$ cat src/rtl/timer_pkg.sv
// Shared constants and types for the timer: register map, CTRL layout,
// mode encodings and FSM state encoding.
package timer_pkg;

  localparam int unsigned DATA_W = 32;
  localparam int unsigned ADDR_W = 2;
  localparam int unsigned CTRL_W = 4;

  localparam logic [ADDR_W-1:0] ADDR_CTRL   = 2'd0;
  localparam logic [ADDR_W-1:0] ADDR_PRESET = 2'd1;
  localparam logic [ADDR_W-1:0] ADDR_COUNT  = 2'd2;

  localparam logic [1:0] MODE_ONESHOT = 2'b00;
  localparam logic [1:0] MODE_RELOAD  = 2'b01;

  localparam int unsigned CTRL_EN_BIT   = 0;
  localparam int unsigned CTRL_MODE_LSB = 1;
  localparam int unsigned CTRL_MODE_MSB = 2;
  localparam int unsigned CTRL_IM_BIT   = 3;

  // Field order matches the bit positions above (MSB first).
  typedef struct packed {
    logic       im;
    logic [1:0] mode;
    logic       en;
  } ctrl_t;

  typedef enum logic [1:0] {
    ST_IDLE = 2'd0,
    ST_LOAD = 2'd1,
    ST_CNT  = 2'd2,
    ST_INT  = 2'd3
  } state_t;

endpackage

$ cat src/rtl/timer.sv
// Memory-mapped down-counting timer with one-shot / auto-reload modes and a
// maskable interrupt. Register file and FSM share one clocked process.
module timer
  import timer_pkg::*;
(
  input  logic              clk_i,
  input  logic              reset_i,
  input  logic [ADDR_W-1:0] addr_i,
  input  logic              we_i,
  input  logic [DATA_W-1:0] wd_i,
  output logic [DATA_W-1:0] rd_o,
  output logic              irq_o
);

  state_t            state_q;
  ctrl_t             ctrl_q;
  logic [DATA_W-1:0] preset_q;
  logic [DATA_W-1:0] count_q;
  logic              irq_pending_q;

  logic ctrl_wr;
  logic preset_wr;

  assign ctrl_wr   = we_i && (addr_i == ADDR_CTRL);
  assign preset_wr = we_i && (addr_i == ADDR_PRESET);

  // CPU writes are applied after the FSM so they win over same-cycle FSM updates.
  always_ff @(posedge clk_i) begin
    if (reset_i) begin
      state_q       <= ST_IDLE;
      ctrl_q        <= '0;
      preset_q      <= '0;
      count_q       <= '0;
      irq_pending_q <= 1'b0;
    end else begin
      case (state_q)
        ST_IDLE: begin
          if (ctrl_q.en) state_q <= ST_LOAD;
        end
        ST_LOAD: begin
          if (!ctrl_q.en) begin
            state_q <= ST_IDLE;
          end else begin
            count_q <= preset_q;
            state_q <= ST_CNT;
          end
        end
        ST_CNT: begin
          if (!ctrl_q.en) begin
            state_q <= ST_IDLE;
          end else if (count_q > DATA_W'(1)) begin
            count_q <= count_q - DATA_W'(1);
          end else begin
            // Covers PRESET=0 as well: never wraps below zero.
            count_q       <= '0;
            irq_pending_q <= 1'b1;
            state_q       <= ST_INT;
          end
        end
        ST_INT: begin
          if (ctrl_q.mode == MODE_RELOAD) begin
            irq_pending_q <= 1'b0;
          end else begin
            ctrl_q.en <= 1'b0;
          end
          state_q <= ST_IDLE;
        end
        default: state_q <= ST_IDLE;
      endcase

      if (ctrl_wr) begin
        ctrl_q        <= ctrl_t'(wd_i[CTRL_W-1:0]);
        irq_pending_q <= 1'b0;
      end
      if (preset_wr) begin
        preset_q <= wd_i;
      end
    end
  end

  // Read mux; address 3 reads zero.
  always_comb begin
    rd_o = '0;
    case (addr_i)
      ADDR_CTRL:   rd_o = {{(DATA_W-CTRL_W){1'b0}}, ctrl_q};
      ADDR_PRESET: rd_o = preset_q;
      ADDR_COUNT:  rd_o = count_q;
      default:     rd_o = '0;
    endcase
  end

  assign irq_o = ctrl_q.im & irq_pending_q;

endmodule

$ cat config.mk
export PLATFORM = sky130hd
export DESIGN_NAME = timer
export DESIGN_NICKNAME = d
export VERILOG_FILES = /design/src/rtl/timer_pkg.sv /design/src/rtl/timer.sv
export SDC_FILE = /design/constraint.sdc
export NUM_CORES = 1
export LEC_CHECK = 0
export ABC_AREA = 1
export ABC_CLOCK_PERIOD_IN_PS = 1910
export CORE_MARGIN = 4
export CORE_UTILIZATION = 30
export DETAILED_ROUTE_END_ITERATION = 7
export REMOVE_ABC_BUFFERS = 1
export SETUP_SLACK_MARGIN = 0.3
export SYNTH_ARGS = -nofsm -noshare
export SYNTH_HDL_FRONTEND = slang
export SYNTH_SLANG_ARGS = --single-unit
$ cat constraint.sdc
create_clock -name clk_i -period 1.91 [get_ports clk_i]
set_clock_uncertainty 0.1 [all_clocks]
set_input_delay 0.382 -clock clk_i [delete_from_list [all_inputs] [get_ports clk_i]]
set_output_delay 0.382 -clock clk_i [all_outputs]
set_load 0.01 [all_outputs]
==> Word level (Yosys, flattened, before mapping) <==
Cells that the tools add are included.
{ "op_classes": {"n_reduce_logical": 12, "bitwise_logic": 1, "n_mux": 17, "n_addsub": 1, "n_eq_ne": 13, "magnitude_cmp": 1} }
{ "op_table": {"columns": ["op", "count"], "rows": [
  ["2-to-1 mux 32 bit", 3],
  ["case mux 32 bit (3 select lines)", 1],
  ["case mux 32 bit (2 select lines)", 1],
  ["> comparator 32 x 1 -> 1 bit, second input constant", 1],
  ["subtractor 32 x 1 -> 32 bit, second input constant", 1],
  ["!= test 2 bit, second input constant", 6],
  ["2-to-1 mux 2 bit", 4],
  ["case mux 2 bit (4 select lines)", 1],
  ["equality test 2 x 1 -> 1 bit, second input constant", 3],
  ["equality test 2 bit, second input constant", 3],
  ["2-to-1 mux 1 bit", 6],
  ["nonzero test 2 bit", 3],
  ["logical NOT 2 bit", 2],
  ["AND reduction 2 bit", 2],
  ["AND reduction 4 bit", 1],
  ["!= test 3 bit, second input constant", 1],
  ["AND reduction 3 bit", 1],
  ["logical AND 1 bit", 2],
  ["case mux 1 bit (2 select lines)", 1],
  ["OR reduction 2 bit", 1],
  ["AND 1 bit", 1]
]} }
{ "totals": {"out_inout_bits": 33, "wordCells": 52, "inputBits": 37, "reg_bits": 71} }

==> Longest topological paths before layout <==
Gate-level depths: netlist (run 1).
{ "logic_depth": {"depth_word": 4, "depth_mapped": 11} }

==> Least setup slack after synthesis (run 1) <==
OpenSTA, ideal clock, no wires.
{ "synth_path": {"path_kind": "input -> output", "from": "input addr_i[1]", "to": "output rd_o[13]", "path_buffers": 3, "required_ps": 1428, "path_stages": 6, "arrival_ps": 1382, "path_slack_ps": 46, "path_cell_list": "buf_2 nor2_2 inv_1 buf_2 buf_1 o22ai_1"} }
{ "synth_via": {"elab_chain_cells": 2, "word_cells_on_any_way": 4, "classes_between": "2 x eq/ne; 1 x mux; 1 x reduce/logical"} }
{ "synth_rtl": {"columns": ["item", "line", "text"], "rows": [
  ["start, declared", "timer.sv:8", "input logic [ADDR_W-1:0] addr_i,"],
  ["equality test 2 bit, or another cell as far along", "timer.sv:84", "case (addr_i)"],
  ["case mux 32 bit (3 select lines) (*)", "timer.sv:84", null],
  ["end, declared", "timer.sv:11", "output logic [DATA_W-1:0] rd_o,"]
]} }
Every way passes the cells marked *; elsewhere a longest branch is shown, timed or not.

==> Final worst setup path (run 1) <==
{ "layout_path": {"from": "input addr_i[0]", "to": "output rd_o[13]"} }
The elaborated chain is that of the path after synthesis.

==> results of run 1 <==
final timing paths:
check / depth (start not counted) / end / slack (ps) / start
min reg2reg: 2 / preset_q[6] / 380 / preset_q[6]
max reg2reg: 9 / count_q[14] / 190 / count_q[7]
max: 8 / rd_o[13] / 160 / addr_i[0]
min: 2 / preset_q[6] / 380 / preset_q[6]
cell type report:
type / instances / share of cell area (%)
Inverter: 78 / 4.807
Timing Repair Buffer: 155 / 22.75
Sequential cell: 71 / 21.36
Tap cell: 176 / 3.229
Clock inverter: 4 / 0.2936
Clock buffer: 12 / 3.761
Multi-Input combinational cell: 423 / 43.80
power breakdown:
part	switching [uW]	internal (uW)
registers	30.8	1520
clock network	660	941
logic	383	332
critical path, cell delays in order:
cell and delay (ps):
buf_8 80, inv_6 30, nor2_4 160, inv_6 100, buf_12 140, buf_16 120, o22ai_2 80, buf_2 150
registers in the layout, summed over array words and instances (netlist names):
signal	flops
state_q	2
irq_pending_q	1
preset_q	32
count_q	32
ctrl_q	4
logic make-up after synthesis:
logic type | share of synthesized area [%]
AOI/OAI and AO/OA | 27.48
and+or+nand+nor | 24.06
buffers and inverters | 10.76
DFF | 34.34
xor gates and xnor gates | 2.751
adders and majority gates | 0.6045
synthesized netlist by cell type:
cell,count,area (um^2)
nand3_1,38,190.2
o21ai_1,5,25.02
nand3_2,1,10.01
buf_2,8,40.04
ha_1,2,25.02
nor3_1,4,20.02
inv_4,1,6.260
nor4_4,1,21.27
nand2_1,63,236.5
buf_6,1,11.26
inv_1,71,266.5
a21oi_2,9,78.83
a21oi_1,88,440.4
a21oi_4,1,16.27
nand4_1,1,6.260
buf_4,1,7.510
o21ai_0,75,375.4
o21ai_4,1,16.27
nor2_8,1,20.02
o221ai_1,4,35.03
buf_1,2,7.510
nor2_1,52,195.2
nand2_4,4,45.04
buf_12,1,20.02
clkbuf_1,17,63.81
inv_2,6,22.52
o22ai_1,24,150.1
nor2_2,13,81.33
nor3b_1,1,7.510
nor2_4,5,56.30
nand2_2,16,100.1
xor2_1,13,113.9
dfxtp_1,71,1421
or2_0,1,6.260
stage by stage:
step	TNS, ps	instance area, um^2	worst slack, ps	utilization [%]	total power, uW
2_1_floorplan	-4061	3989	-128.0	-	1842
3_3_place_gp	-19690	5180	-640.9	38.66	2068
3_5_place_dp	-19830	5180	-678.8	38.66	2074
4_1_cts	0	6143	182.2	45.85	3791
5_1_grt	0	6819	120.9	50.89	4034
6_report	0	6819	160.1	50.89	3870
timing repair:
| item | 4_1_cts | 5_1_grt |
|---|---|---|
| endpoints found under the setup margin | 71 | 67 |
| gates resized for setup | 269 | 120 |
| buffers inserted | 24 | 26 |
| cloned | 8 | 1 |
| pin swaps | 14 | 47 |
metal layers:
layer | up-vias | global-route usage [%] | wire length [um] | share of wire, %
li1 | 2285 | - | - | -
met1 | 2219 | 23.66 | 6692 | 44
met2 | 112 | 29.14 | 7431 | 49
met3 | 22 | 3.539 | 689 | 4.6
met4 | 0 | 6.569 | 314 | 2.1
met5 | - | 0 | 0 | 0
==> impl_metrics.csv, run 1 <==
group,metric,value,unit
place,dp_cells,844,
global_route,antenna_found_initial,0,
global_route,gr-total-overflow,0,
place,post-dp-hpwl,8977,um
sta,finalHoldViolCount,0,
layout,stdcell_count,919,
global_route,grt_pass1_vias,4560,
layout,layout_common_cells,"a21oi_1, o21ai_0, inv_1, buf_4, dfxtp_1",
routing,via_per_inst,5.047,
setup_path,cp-start-kind,"input pin",
routing,drc,0,
floorplan,num_rows,42,
clocking,clk_pin_slew_worst_paths,60,ps
routing,wire_per_inst,16.46,um
layout,final_common_cell,"a21oi_1",
setup_path,cp_max_fo,5,
clocking,cts_sinks,71,
routing,vias,4638,
sta,rsz0062_at_grt,"yes",
sta,worst_slew_pin_slew,336.7,ps
floorplan,start_util,30.89,%
layout,multi_input_area,0.002987,mm^2
clocking,clockBufferDepth,2,
setup_path,required,1430,ps
global_route,grt_max_degree,39,
clocking,clkLatencyLatePin,350,ps
floorplan,die-width,125.5,um
routing,drt_first_pass_iters,4,
sta,fin_crit_sh,91.62,%
clocking,root_buffer,"clkbuf_16",
routing,routed_wl,15130,um
sta,setup_viol,0,
sta,timing.fmax,571.5,MHz
synthesis,ys_warn_count,0,
global_route,track_usage,17.95,%
sta,maxSlewViolCount,0,
floorplan,top_level_ports,70,
min_path,holdCritPathClass,"reg2reg",
power,powerDensity,567.6,mW/mm^2
routing,drt_iter0_drc,248,
place,io_buffers,69,
synthesis,ys_seq_area_share,34.34,%
layout,fillers,1244,
power,leakage,0.002776,uW
synthesis,synth-seq-cells,71,
power,ir_drop,0.3692,mV
floorplan,coreArea,0.01340,mm^2
clocking,cts_tree,"yes",
status,status,"completed",
synthesis,synth_area_per_cell,6.875,um^2
clocking,hold_buffers,0,
sta,period_minus_slack,1750,ps
clocking,numCtsBuffers,9,
floorplan,die_h,125.5,um
sta,whs,383.8,ps
synthesis,syn_inst,602,
layout,n_antenna_cell,0,
sta,slew_headroom,77.31,%
run,drv_cap,0,
synthesis,synth.distinct_cells,34,
routing,ant_nets,0,
place,place.gp.congestion,0.8502,
setup_path,worstPathArrival,1270,ps
global_route,grt_first_pass_wirelength,23010,um
layout,seqCellArea,0.001456,mm^2
floorplan,dieArea,0.01574,mm^2
layout,syn_to_final_growth,64.75,%
clocking,ctsHtreeMaxLevel,3,
layout,drive_gt1_share,44.95,%
setup_path,timing_worst_setup_path_type,"in2out",
setup_path,cp-end-kind,"output port",
layout,layout.nets,777,
synthesis,synth_area,0.004139,mm^2
Power figures use the tool's default switching activity.
==> run 2, diff against run 1 <==
Settings changed: CTS_BUF_LIST set to sky130_fd_sc_hd__clkbuf_8.
==> run 2 against run 1 <==
Net effect: sequential share of layout area is 1.8 points higher; maximum frequency is 3.8% higher; final area is 3.7% lower; die area stayed put; critical path type is now reg2reg.
==> impl_metrics.csv, run 2 (same netlist as run 1, synthesis figures left out) <==
group,metric,value,unit
routing,wire_per_inst,16.27,um
layout,largest_registers,"count_q (32), preset_q (32), ctrl_q (4)",
layout,n_antenna_cell,0,
clocking,cts_sinks,71,
clocking,root_buffer,"clkbuf_8",
setup_path,slowest_stage,"dfxtp_4",
power,pwr-share-seq,46.4,%
routing,drt_iter0_drc,318,
floorplan,num_rows,42,
layout,final_common_cell,"a21oi_1",
layout,layout.nets,773,
layout,design_area,0.006568,mm^2
setup_path,worstPathArrival,1880,ps
setup_path,critPathBufInv,3,
routing,routed-wl-met2,6996,um
power,p_int,2322,uW
layout,syn_to_final_growth,58.68,%
setup_path,timing_worst_setup_path_type,"reg2reg",
run,drv_cap,0,
clocking,cts_tree,"yes",
floorplan,coreArea,0.01340,mm^2
routing,dr_wl_met3,935,um
global_route,grt_pass1_vias,4579,
layout,layout_common_cells,"a21oi_1, o21ai_0, nand2_1, buf_4, inv_1",
place,post-dp-hpwl,8977,um
routing,vias,4685,
routing,routed_wl,14890,um
power,leakage,0.002683,uW
floorplan,start_util,30.89,%
status,status,"completed",
setup_path,critical_path.cell_chain,"inv_6 > ha_4 > nand2_8 > nor2_8 > nand2_4 > nand2_4 > a21oi_4 > buf_6 > buf_12 > nand3_1 > a21oi_2",
place,place_area,0.005180,mm^2
setup_path,cp_top_family,"flip-flops",
power,p_comb_share,19.4,%
place,io_buffers,69,
routing,via_per_inst,5.120,
clocking,clockBufferDepth,2,
sta,setup_ws,224.6,ps
floorplan,die-width,125.5,um
global_route,gr-total-overflow,0,
routing,ant_nets,0,
sta,worst_slew_pin_slew,315.6,ps
sta,rsz0062_at_grt,"yes",
setup_path,cp-start-kind,"register",
sta,finalHoldViolCount,0,
setup_path,max_stage_delay,380,ps
setup_path,r2r_slack,220,ps
place,place.gp.congestion,0.8502,
sta,period_minus_slack,1685,ps
global_route,track_usage,17.31,%
routing,drt_first_pass_iters,6,
clocking,ctsHtreeMaxLevel,3,
clocking,clkLatencyLatePin,370,ps
global_route,antenna_found_initial,0,
sta,slew_headroom,78.88,%
layout,seqCellArea,0.001523,mm^2
routing,m1WireLength,6548,um
power,p_switching,969.6,uW
sta,maxSlewViolCount,0,
setup_path,cp_max_fo,7,
global_route,grt_max_degree,39,
layout,multi_input_area,0.002813,mm^2
setup_path,cp-end-kind,"register",
global_route,grt_first_pass_wirelength,22290,um
floorplan,top_level_ports,70,
floorplan,die_h,125.5,um
floorplan,dieArea,0.01574,mm^2
power,p_clk_share,34.2,%
sta,setup-tns-final,0,ps
setup_path,cpMostUsedCell,"nand2_4",
routing,drc,0,
sta,fin_crit_sh,88.24,%
clocking,clk_pin_slew_worst_paths,70,ps
layout,stdcell_count,915,
layout,drive_gt1_share,46.01,%
power,sw_frac_of_total,29.46,%
place,dp_cells,844,
routing,routed.top_layer,"met4",
clocking,numCtsBuffers,9,
power,ir_drop,0.2415,mV
layout,fillers,1289,
sta,timing.fmax,593.3,MHz
place,dp_slack,-678.8,ps
min_path,holdCritPathClass,"reg2reg",
setup_path,required,2110,ps
sta,setup_viol,0,
power,powerDensity,501.2,mW/mm^2
==> run 2: through the flow <==
| stage | total power [uW] | hold WS (ps) | utilization, % |
|---|---|---|---|
| final | 3292 | 373.8 | 49.01 |
| after global routing | 3460 | 387.2 | 49.01 |
| after CTS | 3245 | 369.8 | 44.21 |
| after detailed placement | 2074 | 363.6 | 38.66 |
| after global placement | 2068 | 358.8 | 38.66 |
| after floorplan | 1842 | 337.1 | - |
==> run 2: worst paths after layout <==
path | start | endpoint | cells past startpoint
max | count_q[0] | count_q[19] | 11
min | preset_q[23] | preset_q[23] | 2
max reg2reg | count_q[0] | count_q[19] | 11
min reg2reg | preset_q[23] | preset_q[23] | 2
==> run 2: final cells by class <==
type                       instances  area share (%)
clock buffer                      11           2.305
sequential                        71           23.19
timing repair inverter             1          0.1334
inverter                          78           5.449
multi-input combinational        423           42.83
tap                              176           3.353
clock inverter                     5          0.3620
timing repair buffer             150           22.39
==> run 2: power groups by stage <==
| stage | Combinational, uW | Clock, uW | Sequential (uW) |
|---|---|---|---|
| floorplan | 265 | 0 | 1580 |
| global placement | 484 | 0 | 1580 |
| detailed placement | 489 | 0 | 1590 |
| CTS | 555 | 1150 | 1540 |
| global route | 694 | 1230 | 1530 |
| finish | 638 | 1120 | 1530 |
==> run 2: what timing repair did <==
item,CTS,global route
hold buffers,0,0
endpoints found under the setup margin,67,66
pin swaps,44,32
setup buffers,32,16
gates cloned,4,3
gates resized for setup,294,113
==> run 2: metal layers <==
metal | vias to the layer above | global-route usage [%]
li1 | 2280 | -
met1 | 2213 | 22.01
met2 | 156 | 27.88
met5 | - | 0
met3 | 36 | 4.563
met4 | 0 | 7.015
==> run 2: worst reg2reg max path, delay by kind of cell, from the launching register on <==
kind	cells	cell delay, ps
AOI/OAI and AO/OA	2	310
DFF	1	380
buffers and inverters	3	330
adders and majority gates	1	170
and+or+nand+nor	5	330
==> run 3, diff against run 2 <==
Settings changed: CORE_ASPECT_RATIO set to 0.6.
==> run 3 against run 2 <==
Net effect: clock-buffer cell count did not move; sequential power hardly changed; non-clock buffer count increased by 11; critical endpoint is now rd_o[3].
==> impl_metrics.csv, run 3 (same netlist as run 1, synthesis figures left out) <==
group,metric,value,unit
status,status,"completed",
sta,rsz0062_at_grt,"yes",
power,pwr-share-seq,43.9,%
clocking,cts_sinks,71,
place,io_buffers,69,
power,ir_drop,0.3288,mV
min_path,hold-path-endpoint,"ctrl_q[3]",
clocking,clockBufferDepth,2,
power,powerDensity,518.8,mW/mm^2
setup_path,cpMostUsedCell,"buf_6",
setup_path,slowest_stage,"buf_2",
place,place.gp.congestion,0.8614,
power,p_clk_share,35.7,%
setup_path,worstPathArrival,1300,ps
floorplan,die_h,98.99,um
sta,timing.fmax,562.0,MHz
clocking,root_buffer,"clkbuf_8",
global_route,use_met2,30.31,%
routing,via_per_inst,5.295,
global_route,top_usage_layer,"met2",
floorplan,die-width,159.6,um
setup_path,required,1430,ps
setup_path,crit-reg2reg-launch,"count_q[8]",
layout,post-route-util,51.79,%
routing,vias,4861,
sta,finalHoldViolCount,0,
routing,drt_first_pass_iters,5,
power,p_comb_share,20.4,%
setup_path,cp-end-kind,"output port",
floorplan,start_util,31.42,%
setup_path,crit_path_start,"addr_i[0]",
global_route,gr-total-overflow,0,
clocking,hold_buffers,0,
layout,fillers,1213,
routing,routed_wl,16750,um
power,sw_frac_of_total,29.06,%
setup_path,critPathBufInv,6,
sta,maxSlewViolCount,0,
setup_path,cp_top_family,"buffers and inverters",
layout,design_area,0.006822,mm^2
setup_path,r2r_end,"count_q[27]",
clocking,clk_pin_slew_worst_paths,70,ps
power,p_switching,1029,uW
global_route,track_usage,19.98,%
global_route,use_met3,4.973,%
global_route,grt_pass1_vias,4839,
setup_path,timing_worst_setup_path_type,"in2out",
sta,worst_slew_pin_slew,306.7,ps
setup_path,r2r_slack,150,ps
global_route,grt_max_degree,60,
power,p_int,2511,uW
clocking,cts_tree,"yes",
layout,n_antenna_cell,0,
sta,period_minus_slack,1779,ps
global_route,use_met1,28.33,%
layout,layout_common_cells,"a21oi_1, o21ai_0, inv_1, buf_4, nand2_1",
power,leakage,0.002794,uW
sta,setup_viol,0,
sta,fin_crit_sh,93.16,%
global_route,antenna_found_initial,0,
setup_path,critical_path.cell_chain,"buf_8 > inv_4 > buf_6 > nor2_4 > inv_6 > buf_6 > o221ai_2 > buf_2",
floorplan,dieArea,0.01580,mm^2
routing,drc,0,
routing,drt_iter0_drc,424,
clocking,ctsHtreeMaxLevel,3,
layout,layout.nets,783,
run,drv_cap,0,
global_route,grt_first_pass_wirelength,25310,um
routing,wire_per_inst,18.25,um
min_path,min_from,"addr_i[0]",
floorplan,num_rows,32,
sta,slew_headroom,79.34,%
setup_path,cp-start-kind,"input pin",
sta,setup-tns-final,0,ps
layout,final_common_cell,"a21oi_1",
floorplan,coreArea,0.01317,mm^2
clocking,numCtsBuffers,9,
layout,syn_to_final_growth,64.81,%
floorplan,top_level_ports,70,
routing,ant_nets,0,
place,post-dp-hpwl,9659,um
place,place_area,0.005177,mm^2
clocking,clkLatencyLatePin,360,ps
layout,largest_registers,"count_q (32), preset_q (32), ctrl_q (4)",
layout,drive_gt1_share,47.46,%
setup_path,cp_max_fo,6,
setup_path,max_stage_delay,160,ps
min_path,holdCritPathClass,"in2reg",
min_path,holdPathStages,5,
setup_path,ff2ff_path_depth,11,
## run 3: how the worst max path moves through the flow
stage,endpoint,slack (ps),cells after the start
floorplan,preset_q[10],-130,5
global placement,rd_o[18],-620,7
detailed placement,rd_o[20],-630,7
CTS,rd_o[3],120,8
global route,count_q[18],70,9
finish,rd_o[3],130,8
## run 3: power groups by stage
| stage | logic [uW] | registers (uW) | clock network [uW] |
|---|---|---|---|
| finish | 722 | 1550 | 1270 |
| global route | 778 | 1560 | 1330 |
| CTS | 634 | 1550 | 1270 |
| detailed placement | 495 | 1590 | 0 |
| global placement | 491 | 1580 | 0 |
| floorplan | 265 | 1580 | 0 |
## run 3: worst min-delay path, cell delays in order
cell	delay [ps]
buf_8	80
nor2_1	50
buf_4	130
nand3_1	60
a21oi_1	60
## run 3: per-stage QoR
stage               instances  hold WS, ps  setup slack (ps)  power [uW]
CTS                       892        352.3             123.7        3457
global placement          837        358.3            -616.8        2075
floorplan                 572        337.1            -128.0        1842
finish                    918        357.0             130.6        3539
global route              918        385.2             73.74        3665
detailed placement        837        360.6            -628.8        2081
## run 3: layer usage
layer	vias to the layer above	wire length [um]
met5	-	0
met4	0	370
met3	39	1353
met2	229	7279
met1	2302	7750
li1	2291	-
## run 3: layout make-up
cell class / instances / area (um^2) / share of cell area (%)
flip-flops and latches: 71 / 1465 / 21.48
clock buffers: 11 / 151.4 / 2.219
repair buffers: 161 / 1605 / 23.53
well taps: 170 / 212.7 / 3.118
inverters: 78 / 322.8 / 4.732
multi-input cells: 423 / 3019 / 44.26
clock inverters: 4 / 45.04 / 0.6603
## run 3: timing repair
action                     4_1_cts  5_1_grt
cloned                           8        0
setup buffers                   32       26
pin swaps                       41       47
setup endpoints to repair       73       67
gates resized for setup        288      107
